[src/rtl/la_demux3_reg.sv]
// One-entry registered 1-to-3 demux: a single held word is presented on the
// channel named by its one-hot select and released when that channel is ready.
module la_demux3_reg #(
  parameter int WIDTH = 8,
  parameter     PROP  = "DEFAULT"
) (
  input  logic             clk,
  input  logic             nreset,
  input  logic             in_valid,
  output logic             in_ready,
  input  logic [2:0]       in_sel,
  input  logic [WIDTH-1:0] in_data,
  output logic [2:0]       out_valid,
  input  logic [2:0]       out_ready,
  output logic [WIDTH-1:0] out_data,
  output logic             err,
  input  logic             err_clear
);

  logic             full, full_nxt;
  logic [2:0]       sel_q, sel_nxt;
  logic [WIDTH-1:0] data_q, data_nxt;
  logic             err_nxt;
  logic             pop, accept, legal;
  logic             unused_prop;

  // PROP is a tag for implementation flows only.
  assign unused_prop = ^PROP;

  assign legal     = (in_sel != 3'b000) && ((in_sel & (in_sel - 3'd1)) == 3'b000);
  // Only the selected channel's ready matters; others are masked off.
  assign pop       = full & |(sel_q & out_ready);
  assign in_ready  = ~full | pop;
  assign accept    = in_valid & in_ready;

  assign out_valid = full ? sel_q : 3'b000;
  assign out_data  = data_q;

  always_comb begin
    full_nxt = full;
    sel_nxt  = sel_q;
    data_nxt = data_q;
    err_nxt  = err;
    if (pop) full_nxt = 1'b0;
    if (accept && legal) begin
      full_nxt = 1'b1;
      sel_nxt  = in_sel;
      data_nxt = in_data;
    end
    // Illegal words are swallowed; the set beats a same-cycle clear.
    if (err_clear) err_nxt = 1'b0;
    if (accept && !legal) err_nxt = 1'b1;
  end

  always_ff @(posedge clk or negedge nreset) begin
    if (!nreset) begin
      full   <= 1'b0;
      sel_q  <= 3'b000;
      data_q <= '0;
      err    <= 1'b0;
    end else begin
      full   <= full_nxt;
      sel_q  <= sel_nxt;
      data_q <= data_nxt;
      err    <= err_nxt;
    end
  end

endmodule
[config.mk]
export PLATFORM = sky130hd
export DESIGN_NAME = la_demux3_reg
export DESIGN_NICKNAME = d
export VERILOG_FILES = /design/src/rtl/la_demux3_reg.sv
export SDC_FILE = /design/constraint.sdc
export NUM_CORES = 1
export LEC_CHECK = 0
export BUFFER_PORTS_ARGS = -buffer_cell sky130_fd_sc_hd__buf_4
export CORE_UTILIZATION = 38
export CTS_CLUSTER_SIZE = 30
export DETAILED_ROUTE_END_ITERATION = 12
export GPL_ROUTABILITY_DRIVEN = 0
export PLACE_DENSITY = 0.73
export SLEW_MARGIN = 30
export SYNTH_ARGS = -nofsm -noshare
export SYNTH_HDL_FRONTEND = slang
export SYNTH_SLANG_ARGS = --single-unit
[constraint.sdc]
create_clock -name clk -period 2.35 [get_ports clk]
set_input_delay 0.1175 -clock clk [delete_from_list [all_inputs] [get_ports clk]]
set_output_delay 0.1175 -clock clk [all_outputs]
set_load 0.01 [all_outputs]
After elaboration in Yosys (flattened, before gate mapping)
Cells that the tools add are included.
{"block": "classes", "add_sub_neg": 1, "muxes": 5, "bitwise_logic": 6, "reduce_logical": 9}
{"cell": "3-bit bitwise AND", "count": 2}
{"cell": "1-bit 2-to-1 mux", "count": 4}
{"cell": "2-bit nonzero test", "count": 2}
{"cell": "1-bit logical AND", "count": 3}
{"cell": "3-bit logical NOT", "count": 1}
{"cell": "3-bit 2-to-1 mux", "count": 1}
{"cell": "3-bit nonzero test", "count": 1}
{"cell": "3-bit OR reduction", "count": 1}
{"cell": "3-bit by 1-bit subtractor with 3-bit output, second input constant", "count": 1}
{"cell": "1-bit bitwise AND", "count": 2}
{"cell": "1-bit logical NOT", "count": 1}
{"cell": "1-bit inverter", "count": 1}
{"cell": "1-bit OR", "count": 1}
{"block": "word_totals", "register_bits": 13, "input_bits": 18, "out_inout_bits": 13}

Depth between registers and ports, before layout
{"block": "logic_depth", "ltp_word": 7, "mapped_depth": 5, "depth_no_buf": 4}

Worst setup path after synthesis
Ideal clock, no wire load.
{"block": "synth_timing", "kind": "register -> register", "startpoint": "register sel_q[1]", "endpoint": "register data_q[0], in the netlist out_data[0]", "setup_time_ns": 0.125, "arrival_ns": 1.323, "path_slack_ns": 0.902, "stages_incl_launch_ff": 6, "n_path_buf": 1, "synth_period_minus_slack_ns": 1.448, "cell_sequence": "dfrtp_1 a22oi_1 nand3_2 nor3b_4 buf_12 mux2_4"}
{"block": "synth_via", "elab_chain_cells": 6}
{"item": "start, declared", "line": "21", "text": "logic [2:0] sel_q, sel_nxt;"}
{"item": "start signal, assigned", "line": "63", "text": "sel_q <= sel_nxt;"}
{"item": "3-bit bitwise AND", "line": "32", "text": "assign pop = full & |(sel_q & out_ready);"}
{"item": "3-bit OR reduction", "line": "32"}
{"item": "1-bit bitwise AND", "line": "32"}
{"item": "1-bit OR", "line": "33", "text": "assign in_ready = ~full | pop;"}
{"item": "net in_ready", "line": "10", "text": "output logic in_ready,"}
{"item": "1-bit bitwise AND", "line": "34", "text": "assign accept = in_valid & in_ready;"}
{"item": "1-bit logical AND", "line": "45", "text": "if (accept && legal) begin"}
{"item": "end signal, assigned", "line": "64", "text": "data_q <= data_nxt;"}
{"item": "end, declared", "line": "22", "text": "logic [WIDTH-1:0] data_q, data_nxt;"}
The timed path passes the listed nets, and every way through them passes these cells.
A chain may end at the register's enable or synchronous reset.

Worst setup path after layout
{"block": "layout_timing", "startpoint": "register sel_q[1]", "endpoint": "register data_q[4], in the netlist out_data[4]"}
{"block": "layout_via", "elab_chain_cells": 6}
{"item": "3-bit bitwise AND", "line": "32"}
{"item": "3-bit OR reduction", "line": "32"}
{"item": "1-bit bitwise AND", "line": "32"}
{"item": "1-bit OR", "line": "33"}
{"item": "1-bit bitwise AND", "line": "34"}
{"item": "1-bit logical AND", "line": "45"}
No other way between the ends.

==> results_dict.tcl <==
set metrics [dict create \
    status "completed" \
    final_area_um2 872 \
    synth_top_area_share_pct 53.3 \
    clock.fmax_ghz 0.579 \
    crit_required_ps 2500 \
    grt_max_degree 14 \
    hold_violations 0 \
    place_area_um2 836 \
    rsz0062_at_grt "false" \
    vias 434 \
    clockBufferDepth 2 \
    p_leak_nw 0.435 \
    drt_first_pass_iters 3 \
    cts_tree "built" \
    n_antenna_cell 0 \
    setup_viol 0 \
    yosys.area.top_type "dfrtp_1" \
    syn-num-nets 58 \
    synthAdderAreaFrac_pct 0 \
    numClockSinks 13 \
    dpl.hpwl_um 885 \
    min_path_type "in -> reg" \
    startpoint "sel_q[1]$_DFFE_PN0P_" \
    vias_per_cell 4.82 \
    wirelength_um 1150 \
    crit_fanout 11 \
    clkLatencyLatePin_ps 260 \
    start_util_pct 40.5 \
    grt_pass1_vias 488 \
    coreArea_mm2 0.00151 \
    yosys_warnings 0 \
    fin_skew_ps 0.297 \
    period_minus_slack_ps 1730 \
    maxSlewViolCount 0 \
    gr-total-overflow 0 \
    grt_pass1_wl_um 2040 \
    max_slew_margin_pct 50.4 \
    pre_cts_ws_ps 601 \
    period_share_pct 73.5 \
    cts_max_level 1 \
    layout_setup_ws_ps 624 \
    cts_resized 0 \
    synth_compound_area_share_pct 5.12 \
    cp-start-kind "flop" \
    synthSimpleGateAreaFrac_pct 9.22 \
    die_h_um 42.1 \
    die_x_um 42.1 \
    root_buffer "clkbuf_4" \
    clk_pin_slew_ps 80 \
    max_cap_violations 0 \
    timing.hold.ws_ps 16.8 \
    antenna_found_initial 0 \
    row_count 14 \
    ys_seq_elements 13 \
    syn_to_final_growth_pct 42.8 \
    tightest_slew_ps 744 \
    syn_inst 40 \
    ys_types 16 \
    syn_avg_cell_area_um2 15.3 \
    ios 31 \
    peakVddDrop_v 0.000471 \
    drt-wirelength-per-cell_um 12.7 \
    powerDensity_mw_per_mm2 893 \
    syn_area_um2 611 \
    drive_gt1_share_pct 62.2 \
    fillers 129 \
    nets 93 \
    final.setup.tns_ps 0 \
    cp-end-kind "flop" \
    r2r_start "sel_q[1]$_DFFE_PN0P_" \
    grtUsageTotal_pct 15.6 \
    cts_made_buffers 3 \
    drtIter0Drc 3 \
    synth-xor-area-share_pct 1.43 \
    yosysSeqAreaShare_pct 53.3 \
    synth_top_family_by_area "multiplexers" \
    arrival_ps 1880 \
    portBuffers 30 \
    die_area_mm2 0.00177 \
    path_class "reg -> reg" \
    drc 0 \
    ant_nets 0 \
    hp-start "err_clear" \
    synth_mux_area_share_pct 26.4 \
    yosys-top-cells-area "dfrtp_1 (53%), mux2_4 (25%), buf_12 (3.3%), and2_1 (3.1%), nor3b_4 (3.1%)" \
]
==> worst paths after layout <==
path                                           end  slack (ps)  cells past startpoint
max reg2reg                out_data[4]$_DFFE_PN0P_         620                      4
max                        out_data[4]$_DFFE_PN0P_         620                      4
min in group asynchronous  out_data[7]$_DFFE_PN0P_         230                      2
min reg2reg                out_data[4]$_DFFE_PN0P_         510                      1
min                                err$_DFFE_PN0P_          20                      2
max in group asynchronous  out_data[0]$_DFFE_PN0P_        1970                      2
==> synth_stat cells, drive strengths merged <==
cell type  count
dfrtp         13
nor3b          1
buf            1
nand3          2
inv            1
nand2          1
mux2          11
a22oi          1
clkinv         1
xor2           1
o21ai          4
and2           3
==> kinds of logic (layout without fill, tap and decap cells) <==
logic type,count (synthesis),count (layout)
and+or+nand+nor,7,7
buffers and inverters,3,37
AOI/OAI and AO/OA,5,5
xor gates and xnor gates,1,1
muxes,11,11
DFF,13,13
==> timing repair <==
| item | CTS | global route |
|---|---|---|
| setup buffers | 0 | 0 |
| endpoints found under the hold margin | 13 | 0 |
| hold buffers | 1 | 0 |
==> metrics by stage <==
| stage | instances | utilization, % | total power [mW] |
|---|---|---|---|
| 2_1_floorplan | 40 | - | 0.510 |
| 3_3_place_gp | 85 | 55.5 | 0.646 |
| 3_5_place_dp | 85 | 55.5 | 0.652 |
| 4_1_cts | 90 | 57.9 | 0.794 |
| 5_1_grt | 90 | 57.9 | 0.835 |
| 6_report | 90 | 57.9 | 0.779 |
==> worst max-delay path, cell delays in order, from the launching register on <==
cell and delay, ps:
dfrtp_1 370, a22oi_1 100, nand3_2 110, nor3b_4 640
mux2_1 380
==> state kept, by name (all words and copies together), names as in the netlist <==
| name | cells |
|---|---|
| err | 1 |
| full | 1 |
| out_data | 8 |
| sel_q | 3 |
==> final cells by class <==
class | instances | area (um^2) | share of cell area (%)
flip-flops and latches | 13 | 325 | 37.3
multi-input cells | 24 | 258 | 29.6
repair buffers | 31 | 235 | 27.0
clock buffers | 4 | 26.3 | 3.01
well taps | 16 | 20.0 | 2.30
inverters | 2 | 7.51 | 0.861
==> cell usage in the layout, fill, tap and decap left out, types with 2 or more instances in the layout <==
master	instances
and2_1	3
buf_4	30
clkbuf_4	3
dfrtp_1	13
mux2_4	10
o21ai_0	2
==> routing by layer <==
| layer | global-route usage, % | up-vias | routed length, um |
|---|---|---|---|
| met5 | 0 | - | 0 |
| met2 | 23.4 | 17 | 530 |
| li1 | - | 207 | - |
| met3 | 6.90 | 0 | 87 |
| met1 | 18.1 | 210 | 528 |
| met4 | 10.0 | 0 | 0 |
==> report_power, final <==
part           total, mW  switching [mW]  internal, mW
clock network      0.133          0.0675        0.0656
registers          0.338          0.0448         0.294
logic              0.307           0.109         0.198
(Power assumes the default switching activity.)
